### src/rtl/deserializer.sv
// deserializer
//   Collects a 1-bit serial stream, LSB first, into C_WIDTH-bit words.
//   Word alignment comes from hunting for SYNC_PATTERN. After lock, every
//   C_WIDTH valid bits form one word, which is queued in a small output FIFO
//   with a valid/ready handshake.
//
// Ports
//   clk_i           clock, at most one serial bit per cycle
//   rst_i           synchronous active-high reset
//   serial_i        serial data bit
//   serial_valid_i  serial_i is sampled only when high
//   align_req_i     one-cycle pulse: drop lock and re-hunt
//   data_o          head-of-FIFO word
//   valid_o         data_o valid
//   ready_i         consumer accepts data_o
//   locked_o        word alignment established
//   overflow_o      sticky: a word was dropped because the FIFO was full
//
// state    | meaning
// ---------+------------------------------------------------------------
// S_HUNT   | searching the bit stream for SYNC_PATTERN, nothing is output
// S_LOCKED | aligned; every C_WIDTH valid bits are pushed as one word
module deserializer #(
  parameter int                 C_WIDTH      = 2,
  parameter logic [C_WIDTH-1:0] SYNC_PATTERN = 'b10,
  parameter int                 FIFO_DEPTH   = 2
) (
  input  logic               clk_i,
  input  logic               rst_i,
  input  logic               serial_i,
  input  logic               serial_valid_i,
  input  logic               align_req_i,
  output logic [C_WIDTH-1:0] data_o,
  output logic               valid_o,
  input  logic               ready_i,
  output logic               locked_o,
  output logic               overflow_o
);

  localparam int CNT_W = (C_WIDTH > 2) ? $clog2(C_WIDTH) : 1;
  localparam int PTR_W = (FIFO_DEPTH > 1) ? $clog2(FIFO_DEPTH) : 1;
  localparam int OCC_W = $clog2(FIFO_DEPTH + 1);

  typedef enum logic {
    S_HUNT,
    S_LOCKED
  } state_t;

  state_t             state_q;
  logic [CNT_W-1:0]   bit_cnt_q;
  logic [C_WIDTH-1:0] window_q;
  logic               locked_q;

  logic [C_WIDTH-1:0] cand;
  logic               word_done;

  // The candidate is the window as it will look after this bit shifts in.
  assign cand = {serial_i, window_q[C_WIDTH-1:1]};

  // An align request wins over a word completing in the same cycle.
  assign word_done = (state_q == S_LOCKED) && serial_valid_i && !align_req_i &&
                     (bit_cnt_q == CNT_W'(C_WIDTH - 1));

  always_ff @(posedge clk_i) begin
    if (rst_i) begin
      state_q   <= S_HUNT;
      bit_cnt_q <= '0;
      window_q  <= '0;
      locked_q  <= 1'b0;
    end else begin
      // The window keeps shifting in every state, including during an align request.
      if (serial_valid_i) begin
        window_q <= cand;
      end
      if (align_req_i) begin
        state_q   <= S_HUNT;
        bit_cnt_q <= '0;
        locked_q  <= 1'b0;
      end else if (serial_valid_i) begin
        case (state_q)
          S_HUNT: begin
            if (cand == SYNC_PATTERN) begin
              state_q   <= S_LOCKED;
              bit_cnt_q <= '0;
              locked_q  <= 1'b1;
            end
          end
          S_LOCKED: begin
            if (word_done) begin
              bit_cnt_q <= '0;
            end else begin
              bit_cnt_q <= bit_cnt_q + CNT_W'(1);
            end
          end
          default: begin
            state_q   <= S_HUNT;
            bit_cnt_q <= '0;
            locked_q  <= 1'b0;
          end
        endcase
      end
    end
  end

  // Output FIFO
  logic [C_WIDTH-1:0] mem_q [FIFO_DEPTH];
  logic [PTR_W-1:0]   rd_ptr_q, rd_ptr_d;
  logic [PTR_W-1:0]   wr_ptr_q, wr_ptr_d;
  logic [OCC_W-1:0]   occ_q, occ_d;
  logic               overflow_q, overflow_d;
  logic               pop, full, push_ok;

  function automatic logic [PTR_W-1:0] ptr_inc(input logic [PTR_W-1:0] p);
    if (p == PTR_W'(FIFO_DEPTH - 1)) begin
      return '0;
    end
    return p + PTR_W'(1);
  endfunction

  assign pop     = (occ_q != '0) && ready_i;
  assign full    = (occ_q == OCC_W'(FIFO_DEPTH));
  // A push into a full FIFO is still taken when the head leaves at the same edge.
  assign push_ok = word_done && (!full || pop);

  always_comb begin
    rd_ptr_d   = rd_ptr_q;
    wr_ptr_d   = wr_ptr_q;
    occ_d      = occ_q;
    overflow_d = overflow_q;
    if (pop) begin
      rd_ptr_d = ptr_inc(rd_ptr_q);
    end
    if (push_ok) begin
      wr_ptr_d = ptr_inc(wr_ptr_q);
    end
    if (push_ok && !pop) begin
      occ_d = occ_q + OCC_W'(1);
    end else if (pop && !push_ok) begin
      occ_d = occ_q - OCC_W'(1);
    end
    if (word_done && !push_ok) begin
      overflow_d = 1'b1;
    end
  end

  always_ff @(posedge clk_i) begin
    if (rst_i) begin
      for (int i = 0; i < FIFO_DEPTH; i++) begin
        mem_q[i] <= '0;
      end
      rd_ptr_q   <= '0;
      wr_ptr_q   <= '0;
      occ_q      <= '0;
      overflow_q <= 1'b0;
    end else begin
      if (push_ok) begin
        mem_q[wr_ptr_q] <= cand;
      end
      rd_ptr_q   <= rd_ptr_d;
      wr_ptr_q   <= wr_ptr_d;
      occ_q      <= occ_d;
      overflow_q <= overflow_d;
    end
  end

  assign data_o     = mem_q[rd_ptr_q];
  assign valid_o    = (occ_q != '0);
  assign locked_o   = locked_q;
  assign overflow_o = overflow_q;

endmodule

### config.mk
export PLATFORM = sky130hd
export DESIGN_NAME = deserializer
export DESIGN_NICKNAME = d
export VERILOG_FILES = /design/src/rtl/deserializer.sv
export SDC_FILE = /design/constraint.sdc
export NUM_CORES = 1
export LEC_CHECK = 0
export CORE_AREA = 2 2 39 41
export DETAILED_ROUTE_END_ITERATION = 10
export DIE_AREA = 0 0 41 43
export HOLD_SLACK_MARGIN = 0.08
export PLACE_DENSITY = 0.71
export SYNTH_ARGS = -nofsm -noshare
export SYNTH_HDL_FRONTEND = slang
export SYNTH_SLANG_ARGS = --single-unit
export TNS_END_PERCENT = 5
### constraint.sdc
create_clock -name clk_i -period 2.2 [get_ports clk_i]
set_input_delay 0.33 -clock clk_i [delete_from_list [all_inputs] [get_ports clk_i]]
set_output_delay 0.33 -clock clk_i [all_outputs]
set_load 0.005 [all_outputs]
Word level (Yosys, flattened, before mapping)
Memories as Yosys holds them, arrays and structs flattened. A register that Yosys moved wholly into a read port is not among the register bits.
Cells that the tools add are included.
{"block": "totals", "word_cells": 62, "in_bits": 6, "regBits": 10, "ramBits": 4, "memories": 1, "output_inout_bits": 5}
{"block": "classes", "bitwise": 1, "n_reduce_logical": 19, "mux": 25, "n_eq_ne": 3, "add_sub_neg": 5}
{"name": "mem_q", "words": 2, "width": 2, "read_ports": 1, "rd_ports_with_merged_regs": 1, "write_ports": 2, "line_no": "106", "source": "logic [C_WIDTH-1:0] mem_q [FIFO_DEPTH];"}
{"cell": "1-bit two-way mux", "count": 21}
{"cell": "1-bit logical AND", "count": 8}
{"cell": "2-bit two-way mux", "count": 3}
{"cell": "2-bit == test, second input constant", "count": 2}
{"cell": "1-bit logical NOT", "count": 4}
{"cell": "2-bit nonzero test", "count": 2}
{"cell": "2-bit OR reduction", "count": 2}
{"cell": "1-bit adder, second input constant", "count": 3}
{"cell": "3-bit AND reduction", "count": 1}
{"cell": "2-bit by 1-bit adder with 2-bit output, second input constant", "count": 1}
{"cell": "2-bit != test, second input constant", "count": 1}
{"cell": "1-bit case mux with 2 select lines", "count": 1}
{"cell": "2-bit AND reduction", "count": 1}
{"cell": "2-bit by 1-bit subtractor with 2-bit output, second input constant", "count": 1}
{"cell": "1-bit logical OR", "count": 1}
{"cell": "1-bit NOT", "count": 1}

Depth between registers and ports, before layout
Gate-level depths: netlist of run 1.
{"block": "depth", "word_depth": 9, "ltp_mapped": 7, "depth_no_buf": 7}

Worst setup path before layout of run 1
OpenSTA, ideal clock, no wires.
{"block": "synth_timing", "path_kind": "register to register", "from": "reg occ_q[0]", "to": "reg occ_q[1]", "setup_time_ns": 0.071, "path_slack_ns": 0.579, "t_arrival_ns": 1.551, "t_required_ns": 2.129, "stages_incl_launch_ff": 7, "period_less_slack_ns": 1.621, "path_buffers": 0, "cell_sequence": "dfxtp_1 nor3b_2 nand2b_2 inv_1 ha_1 or3_1 a21oi_1"}
{"block": "synth_via", "elab_chain_len": 7, "elab_cells_between_ends": 15, "classes_between": "2 x add/sub; 1 x eq/ne; 2 x mux; 10 x reduce/logical"}
{"element": "start, declared", "line_no": "109", "source": "logic [OCC_W-1:0] occ_q, occ_d;"}
{"element": "start signal, assigned", "line_no": "153", "source": "occ_q <= '0;"}
{"element": "start signal, assigned", "line_no": "161", "source": "occ_q <= occ_d;"}
{"element": "2-bit == test / 2-bit nonzero test (equally long branches)", "line_no": "121, 120"}
{"element": "1-bit logical NOT / 1-bit logical AND (equally long branches)", "line_no": "123, 120"}
{"element": "1-bit logical OR (*)", "line_no": "123", "source": "assign push_ok = word_done && (!full || pop);"}
{"element": "1-bit logical AND (*)", "line_no": "123"}
{"element": "via push_ok", "line_no": "111", "source": "logic pop, full, push_ok;"}
{"element": "1-bit logical NOT", "line_no": "138", "source": "end else if (pop && !push_ok) begin"}
{"element": "1-bit logical AND", "line_no": "138"}
{"element": "2-bit nonzero test (no source line)"}
The timed path passes the listed nets; every way through them passes the cells marked *. The select of a mux whose other input is x is not followed.
A chain may end at the register's enable or synchronous reset.

Final worst setup path of run 1
{"block": "layout_timing", "from": "in align_req_i", "to": "reg occ_q[1]"}
{"block": "layout_via", "elab_chain_len": 7, "elab_cells_between_ends": 9, "classes_between": "1 x mux; 8 x reduce/logical"}
{"element": "start, declared", "line_no": "32", "source": "input logic align_req_i,"}
{"element": "1-bit logical NOT (*)", "line_no": "61", "source": "assign word_done = (state_q == S_LOCKED) && serial_valid_i && !align_req_i &&"}
{"element": "1-bit logical AND (*) (2 in series)", "line_no": "61"}
{"element": "1-bit logical AND (*)", "line_no": "123"}
{"element": "via push_ok", "line_no": "111"}
{"element": "1-bit logical NOT", "line_no": "138"}
{"element": "1-bit logical AND", "line_no": "138"}
{"element": "2-bit nonzero test (no source line)"}
The timed path passes the listed nets; every way through them passes the cells marked *.

==> impl_metrics.tcl, run 1 <==
set metrics [dict create \
    p_int_w 0.0003575 \
    syn2layout_area_growth_pct 27.66 \
    die_x_um 41 \
    hold_path.class "flop to flop" \
    worstSkewPairLatency_ns 0.27 \
    cts_tree "done" \
    place_congestion 0.7132 \
    synth_nets 66 \
    power.share.clock 0.306 \
    ir_worst_vdd_mv 0.3389 \
    wirelength_um 941 \
    yosysSeqAreaShare 0.5246 \
    p_switching_w 0.00009442 \
    finalPower_w 0.0004519 \
    crit_slowest_cell "clkdlybuf4s50_1" \
    cts_root_buffer "clkbuf_4" \
    clk_path_buf_depth 2 \
    fin_skew_ns 0.002846 \
    wl_met3_um 38 \
    yosysWarnings 0 \
    track_usage 0.1449 \
    max_freq_ghz 0.5792 \
    arrival_ns 1.93 \
    clock-sinks 14 \
    cts-resized-gates 0 \
    antenna_cells 0 \
    synth_area_per_cell_um2 10.35 \
    p_leak_nw 0.3098 \
    finalSetupViolations 0 \
    placedInstanceArea_um2 757.0 \
    switching_share 0.2089 \
    grt_pass1_vias 438 \
    die_h_um 43 \
    hold_viol 0 \
    path_cells "clkdlybuf4s50_1 -> and4b_1 -> nand2b_2 -> inv_1 -> ha_1 -> xor2_1 -> or3_1 -> a21oi_1" \
    htree_levels 1 \
    yosysUniqueCellTypes 26 \
    grt_pass1_wl_um 1731 \
    num_io_pins 11 \
    cellPowerDensity_nw_per_um2 579.7 \
    fin_area_um2 779.5 \
    dp.final_hpwl_um 722.5 \
    timing_worst_setup_path_type "primary input to flop" \
    via_per_inst 5.143 \
    status "finished, final reports clean" \
    end_kind "flop" \
    dr_wl_met2_um 466 \
    startpoint_type "primary input" \
    layout-drive-gt1-share 0.1600 \
    synthDominantCellAreaShare 0.3279 \
    cts_buffers 3 \
    route.detailed.drc 0 \
    finalMaxSlewViolations 0 \
    io_buffers 10 \
    drv_cap 0 \
    cp.required_ns 2.40 \
    ctsHoldBuffers 0 \
    rows 14 \
    crit_fanout 3 \
    setup_tns_ns 0 \
    power.share.sequential 0.609 \
    drtIter0Drc 2 \
    fin_ws_ns 0.4734 \
    yosys.area.top_type "dfxtp_1" \
    final_cell_mix "10 x dfxtp_1, 10 x clkdlybuf4s50_1, 8 x nor2_1" \
    cpPeakStageDelay_ns 0.48 \
    core_area_um2 1384 \
    clk_pin_slew_ns 0.08 \
    detail_route.wl_per_cell_um 10.34 \
    tightest_slew_ns 0.4506 \
    synth_area_leaders "dfxtp_1 33%, edfxtp_1 20%, nor2_1 4.9%, xor2_1 4.3%, mux2_2 3.7%" \
    top_layer_used "met4" \
    firstDrtPassIters 2 \
    initial_utilization 0.4412 \
    grt_remaining_overflow 0 \
    finalCritPeriodShare 0.7848 \
    final_nets 84 \
    antenna_found_initial 0 \
    synth-seq-cells 14 \
    comb_power_share 0.085 \
    ant_nets 0 \
    syn_area_um2 610.6 \
    fillers 121 \
    dp_slack_ns 0.1886 \
    m1WireLength_um 431 \
    vias 468 \
    period_needed_ns 1.727 \
    grt_max_degree 15 \
    die_area_um2 1763 \
    slew_headroom 0.6987 \
    cts_setup_buffers 0 \
    synthCells 59 \
    rsz0062_at_grt "false" \
]
-- power by group through the flow --
stage          clock network [W]   logic, W  registers (W)
2_1_floorplan                  0  0.0000172       0.000280
3_3_place_gp                   0  0.0000379       0.000281
3_5_place_dp                   0  0.0000384       0.000281
4_1_cts                 0.000143  0.0000386       0.000275
5_1_grt                 0.000153  0.0000429       0.000276
6_report                0.000138  0.0000384       0.000275
-- metal layers --
| layer | vias to the layer above | track usage |
|---|---|---|
| met3 | 2 | 0.04712 |
| met2 | 7 | 0.1938 |
| met1 | 216 | 0.1987 |
| met5 | - | 0 |
| li1 | 243 | - |
| met4 | 0 | 0.08000 |
-- Yosys cell counts, drive strengths merged --
master / n
dfxtp: 10
inv: 2
nand2b: 2
a21o: 1
nor4b: 2
nand3b: 1
and4b: 1
ha: 1
a21boi: 1
o21ai: 3
or2: 1
nand2: 3
mux2: 2
nand4b: 1
nor2: 8
o21a: 2
clkbuf: 1
or3: 2
nor3b: 1
a21oi: 3
mux2i: 1
xor2: 3
edfxtp: 4
nor3: 2
and3: 1
-- critical path, delay by kind of cell --
family	cells	cell delay, ns
AND/OR/NAND/NOR	3	0.61
buffers and inverters	2	0.53
adder cells (fa/ha/maj)	1	0.18
XOR/XNOR	1	0.15
AO/OA/AOI/OAI	1	0.13
-- worst paths after layout --
path	to	depth (start not counted)	start	slack, ns
setup / recovery	occ_q[1]	8	align_req_i	0.47
hold / removal	locked_o	1	locked_o	0.48
setup reg to reg	occ_q[1]	7	occ_q[0]	0.58
hold reg to reg	locked_o	1	locked_o	0.48
-- per-stage QoR --
step                      std cells  utilization  hold slack (ns)
after floorplan                  59            -           0.4604
after CTS                        91       0.5633           0.4830
after global routing             91       0.5633           0.5008
final                            91       0.5633           0.4814
after detailed placement         88       0.5470           0.4597
after global placement           88       0.5470           0.4541
-- logic make-up after synthesis --
group	share of synthesized area
DFF	0.5246
buffers and inverters	0.01844
muxes	0.05328
AOI/OAI and AO/OA	0.09835
and+or+nand+nor	0.2418
xor gates and xnor gates	0.04304
adders and majority gates	0.02049
-- final cells by class --
class | instances | area [µm²] | share of cell area
flip-flops and latches | 14 | 320.3 | 0.4109
multi-input cells | 42 | 279.0 | 0.3579
repair buffers | 14 | 130.1 | 0.1669
clock buffers | 3 | 22.52 | 0.02889
well taps | 16 | 20.02 | 0.02568
inverters | 2 | 7.507 | 0.009631
-- registers in the layout (all words and copies together), names as in the netlist, named ones only --
name        count
bit_cnt_q       1
locked_o        1
mem_q           4
occ_q           2
overflow_o      1
rd_ptr_q        1
state_q         1
window_q        1
wr_ptr_q        1
Note: power is estimated with default switching activity, not from simulation.
==> run 2: changes to the inputs <==
Settings changed: CORE_AREA 2 2 39 41 to default, CORE_MARGIN from default to 2, CORE_UTILIZATION from default to 43, DIE_AREA 0 0 41 43 to default, PLACE_DENSITY 0.71 to 0.7.
Clock period 2.2 ns to 1.55 ns, I/O delays scaled along.
==> impl_metrics.tcl, run 2 (synthesis results as in run 1) <==
set metrics [dict create \
    hold_path_end "bit_cnt_q" \
    dp.final_hpwl_um 907.1 \
    max_freq_ghz 0.6441 \
    violations "negative setup slack" \
    vias 523 \
    die_x_um 41.68 \
    cellPowerDensity_nw_per_um2 756.7 \
    layout_commonest_cell "buf_4" \
    r2r-end "occ_q[1]" \
    rr_startpoint "occ_q[1]" \
    cpPeakStageDelay_ns 0.47 \
    timing_worst_setup_path_type "primary input to flop" \
    final_cell_mix "13 x buf_4, 8 x nor2_1, 7 x dfxtp_1" \
    crit_slowest_cell "clkdlybuf4s50_1" \
    placedInstanceArea_um2 842.1 \
    startpoint_type "primary input" \
    path_buf_inv 2 \
    initial_utilization 0.4634 \
    top_register "mem_q" \
    grt_remaining_overflow 0 \
    drtIter0Drc 11 \
    final_nets 93 \
    fin_ws_ns -0.002550 \
    p_leak_nw 0.3755 \
    hold_path.class "primary input to flop" \
    die_h_um 41.68 \
    num_io_pins 11 \
    path_cells "clkdlybuf4s50_1 -> and4b_2 -> nand2b_4 -> inv_2 -> ha_4 -> or3_1 -> a21oi_1" \
    power.share.sequential 0.588 \
    wirelength_um 1165 \
    power.share.clock 0.319 \
    p_switching_w 0.0001421 \
    antenna_cells 0 \
    rows 13 \
    status "finished with violations" \
    largest_reg_flops 4 \
    grt_pass1_wl_um 2125 \
    track_usage 0.1603 \
    worstSkewPairLatency_ns 0.28 \
    min_path_cells 4 \
    grt_max_degree 11 \
    clk_pin_slew_ns 0.07 \
    detail_route.wl_per_cell_um 11.65 \
    core_area_um2 1318 \
    largestRegisters "mem_q x4, occ_q x2" \
    fin_area_um2 875.8 \
    crit_fanout 2 \
    cts_buffers 3 \
    reg2regPathDepth 7 \
    place_congestion 0.7183 \
    rsz0062_at_grt "true" \
    ant_nets 0 \
    critical_path.top_delay_family "simple AND/OR/NAND/NOR gates" \
    fin_skew_ns 0.004359 \
    hold_viol 0 \
    io_buffers 10 \
    firstDrtPassIters 4 \
    min_from "align_req_i" \
    cts_root_buffer "clkbuf_4" \
    end_kind "flop" \
    finalSetupViolations 1 \
    arrival_ns 1.76 \
    ff2ff_setup_slack_ns 0.03 \
    finalPower_w 0.0006628 \
    drv_cap 0 \
    clock-sinks 14 \
    cts_tree "done" \
    finish.utilization 0.6648 \
    tightest_slew_ns 0.4277 \
    switching_share 0.2144 \
    holdWs_ns 0.3615 \
    p_int_w 0.0005207 \
    layout-drive-gt1-share 0.3176 \
    finalMaxSlewViolations 0 \
    crit_cells 7 \
    ctsHoldBuffers 0 \
    antenna_found_initial 0 \
    finalCritPeriodShare 1.002 \
    period_needed_ns 1.553 \
    route.detailed.drc 0 \
    slew_headroom 0.7119 \
    htree_levels 1 \
    syn2layout_area_growth_pct 43.44 \
    clk_path_buf_depth 2 \
    die_area_um2 1737 \
    via_per_inst 5.230 \
    ir_worst_vdd_mv 0.5900 \
    comb_power_share 0.093 \
    grt_pass1_vias 500 \
    cp.required_ns 1.76 \
]
-- run 2: changes by cell type in the layout (fill, tap and decap cells not counted), sizes merged --
cell | previous run | this run
buf | 4 | 13
clkdlybuf4s50 | 10 | 5
dlygate4sd2 | 0 | 4
clkbuf | 3 | 4
dlymetal6s2s | 0 | 1
-- run 2: repair_timing --
item                       CTS  global route
gates cloned                 0             0
buffers inserted             0             1
pin swaps                    0             1
setup endpoints to repair    4             1
resized for setup            7             1
-- run 2: how the worst max path moves through the flow --
| stage | start | to | slack [ns] |
|---|---|---|---|
| floorplan | occ_q[0] | occ_q[1] | 0.01 |
| global placement | serial_valid_i | occ_q[1] | -0.35 |
| detailed placement | ready_i | occ_q[1] | -0.40 |
| CTS | align_req_i | occ_q[1] | -0.05 |
| global route | occ_q[1] | occ_q[1] | -0.08 |
| finish | serial_valid_i | occ_q[1] | -0.003 |
-- run 2: final cells by class --
| cell class | instances | area (µm²) |
|---|---|---|
| multi-input combinational | 42 | 304.0 |
| inverter | 2 | 7.507 |
| sequential | 14 | 324.1 |
| timing repair buffer | 23 | 195.2 |
| fill | 104 | 441.7 |
| clock buffer | 4 | 26.28 |
| tap | 15 | 18.77 |
-- run 2: layer usage --
layer	routed length [µm]	GRT usage
met1	507	0.1956
met2	588	0.2531
met3	59	0.07826
met4	9	0.03871
met5	0	0
-- run 2: metrics by stage --
step | TNS, ns | instances | setup slack [ns]
floorplan | 0 | 59 | 0.01152
global placement | -1.526 | 95 | -0.3462
detailed placement | -1.607 | 95 | -0.4049
CTS | -0.05312 | 99 | -0.05312
global route | -0.07505 | 100 | -0.07505
finish | -0.002550 | 100 | -0.002550
-- run 2: power groups by stage --
stage	combinational, W	clock, W	sequential (W)
floorplan	0.0000256	0	0.000398
CTS	0.0000622	0.000219	0.000390
global route	0.0000674	0.000236	0.000391
finish	0.0000616	0.000211	0.000390
global placement	0.0000633	0	0.000398
detailed placement	0.0000650	0	0.000399
-- run 2: tightest hold or removal path, stage by stage --
cell,delay [ns]
dlymetal6s2s_1,0.10
buf_4,0.11
nor2_1,0.05
o21a_1,0.10
==> run 3: changes to the inputs <==
Settings changed: CORE_AREA from default to 2 2 39 41, CORE_MARGIN 2 to default, CORE_UTILIZATION 43 to default, DIE_AREA from default to 0 0 41 43, PLACE_DENSITY 0.7 to 0.71.
Clock period 1.55 ns to 1.45 ns, I/O delays scaled along.
==> impl_metrics.tcl, run 3 (synthesis results as in run 1) <==
set metrics [dict create \
    period_needed_ns 1.544 \
    firstDrtPassIters 2 \
    largestRegisters "mem_q x4, occ_q x2" \
    place_congestion 0.7228 \
    clock-sinks 14 \
    rsz0062_at_grt "true" \
    ctsHoldBuffers 0 \
    seqCellArea_um2 327.8 \
    grt_max_degree 11 \
    die_h_um 43 \
    hold_viol 0 \
    worstSkewPairLatency_ns 0.27 \
    violations "negative setup slack" \
    clk_path_buf_depth 2 \
    cts_buffers 3 \
    track_usage 0.1630 \
    status "finished with violations" \
    vias 513 \
    finalCritPeriodShare 1.065 \
    hold_path.class "primary input to flop" \
    dp.final_hpwl_um 869.4 \
    cellPowerDensity_nw_per_um2 788.9 \
    rows 14 \
    die_area_um2 1763 \
    ir_worst_vdd_mv 0.7984 \
    core_area_um2 1384 \
    dp_slack_ns -0.4655 \
    via_per_inst 5.130 \
    die_x_um 41 \
    largest_reg_flops 4 \
    finalSetupViolations 1 \
    met1_usage 0.1749 \
    grt_pass1_wl_um 1897 \
    end_kind "flop" \
    tightest_slew_ns 0.3439 \
    layout-drive-gt1-share 0.3571 \
    crit_fanout 3 \
    slew_headroom 0.7700 \
    cp.required_ns 1.65 \
    drtIter0Drc 3 \
    syn2layout_area_growth_pct 45.90 \
    top_register "mem_q" \
    dp.cells 95 \
    cts_root_buffer "clkbuf_4" \
    drv_cap 0 \
    finalMaxSlewViolations 0 \
    antenna_found_initial 0 \
    htree_levels 1 \
    detail_route.wl_per_cell_um 11.35 \
    io_buffers 10 \
    max_freq_ghz 0.6478 \
    num_io_pins 11 \
    startpoint_type "flop" \
    finalNonFillerCells 100 \
    wirelength_um 1135 \
    clk_pin_slew_ns 0.07 \
    grt_use_met2 0.2625 \
    multi_input_area_um2 316.6 \
    grt_pass1_vias 477 \
    timing_worst_setup_path_type "flop to flop" \
    grtUsageMet3 0.09424 \
    final_nets 92 \
    layout_commonest_cell "buf_4" \
    busiest_layer "met2" \
    ant_nets 0 \
    fin_ws_ns -0.09363 \
    initial_utilization 0.4412 \
    arrival_ns 1.74 \
    fin_skew_ns 0.008002 \
    fillers 124 \
    antenna_cells 0 \
    cts_tree "done" \
    p_leak_nw 0.3826 \
    route.detailed.drc 0 \
    grt_remaining_overflow 0 \
    final_cell_mix "11 x buf_4, 8 x nor2_1, 6 x dfxtp_1" \
]
==> run 3: changes by cell type in the layout (fill, tap and decap cells not counted), sizes merged <==
cell           previous run  this run
clkdlybuf4s50             5         4
dlygate4sd2               4         1
clkdlybuf4s15             0         2
dlymetal6s2s              1         2
clkbuf                    4         5
buf                      13        12
==> run 3: worst paths after layout <==
kind                             startpoint         to  slack [ns]  cells after the start
worst max-delay path               occ_q[0]   occ_q[1]       -0.09                      7
worst min register to register     locked_o   locked_o        0.47                      1
worst max register to register     occ_q[0]   occ_q[1]       -0.09                      7
worst min-delay path            align_req_i  bit_cnt_q        0.35                      4
==> run 3: report_power, final <==
group | leakage (nW) | total (W) | switching, W | internal (W)
Sequential | 0.125 | 0.000416 | 0.00000553 | 0.000410
Clock | 0.0150 | 0.000218 | 0.000112 | 0.000107
Combinational | 0.243 | 0.0000690 | 0.0000283 | 0.0000407
==> run 3: timing repair <==
action                                  4_1_cts  5_1_grt
endpoints found under the setup margin        5        7
resized for setup                             6       10
hold endpoints to repair                      0        0
pin swaps                                     0        4
setup buffers                                 0        1
==> run 3: final cells by class <==
class                           count  share of cell area
Sequential cell                    14              0.3680
Multi-Input combinational cell     42              0.3553
Clock buffer                        4             0.02949
Timing Repair Buffer               22              0.2163
Tap cell                           16             0.02247
Inverter                            2            0.008427
==> run 3: worst max-delay path: stages, from the launching register on <==
cell	delay [ns]
dfxtp_4	0.36
nor3b_4	0.18
nand2b_4	0.16
inv_2	0.05
ha_4	0.14
xor2_1	0.15
or3_1	0.30
a21oi_1	0.14
==> run 3: metrics by stage <==
stage | hold WS [ns] | setup TNS [ns] | area (µm²) | utilization | power (W)
2_1_floorplan | 0.3647 | -0.05897 | 639.4 | - | 0.0004516
6_report | 0.3543 | -0.09363 | 890.9 | 0.6438 | 0.0007028
3_3_place_gp | 0.4531 | -2.117 | 838.3 | 0.6058 | 0.0004936
3_5_place_dp | 0.4581 | -2.418 | 838.3 | 0.6058 | 0.0004955
4_1_cts | 0.4833 | -0.1973 | 862.1 | 0.6230 | 0.0007127
5_1_grt | 0.3373 | -0.1735 | 890.9 | 0.6438 | 0.0007455
==> run 3: per-layer routing <==
layer | up-vias | part of all wire
li1 | 261 | -
met1 | 242 | 0.42
met2 | 8 | 0.52
met3 | 2 | 0.052
met4 | 0 | 0.011
met5 | - | 0
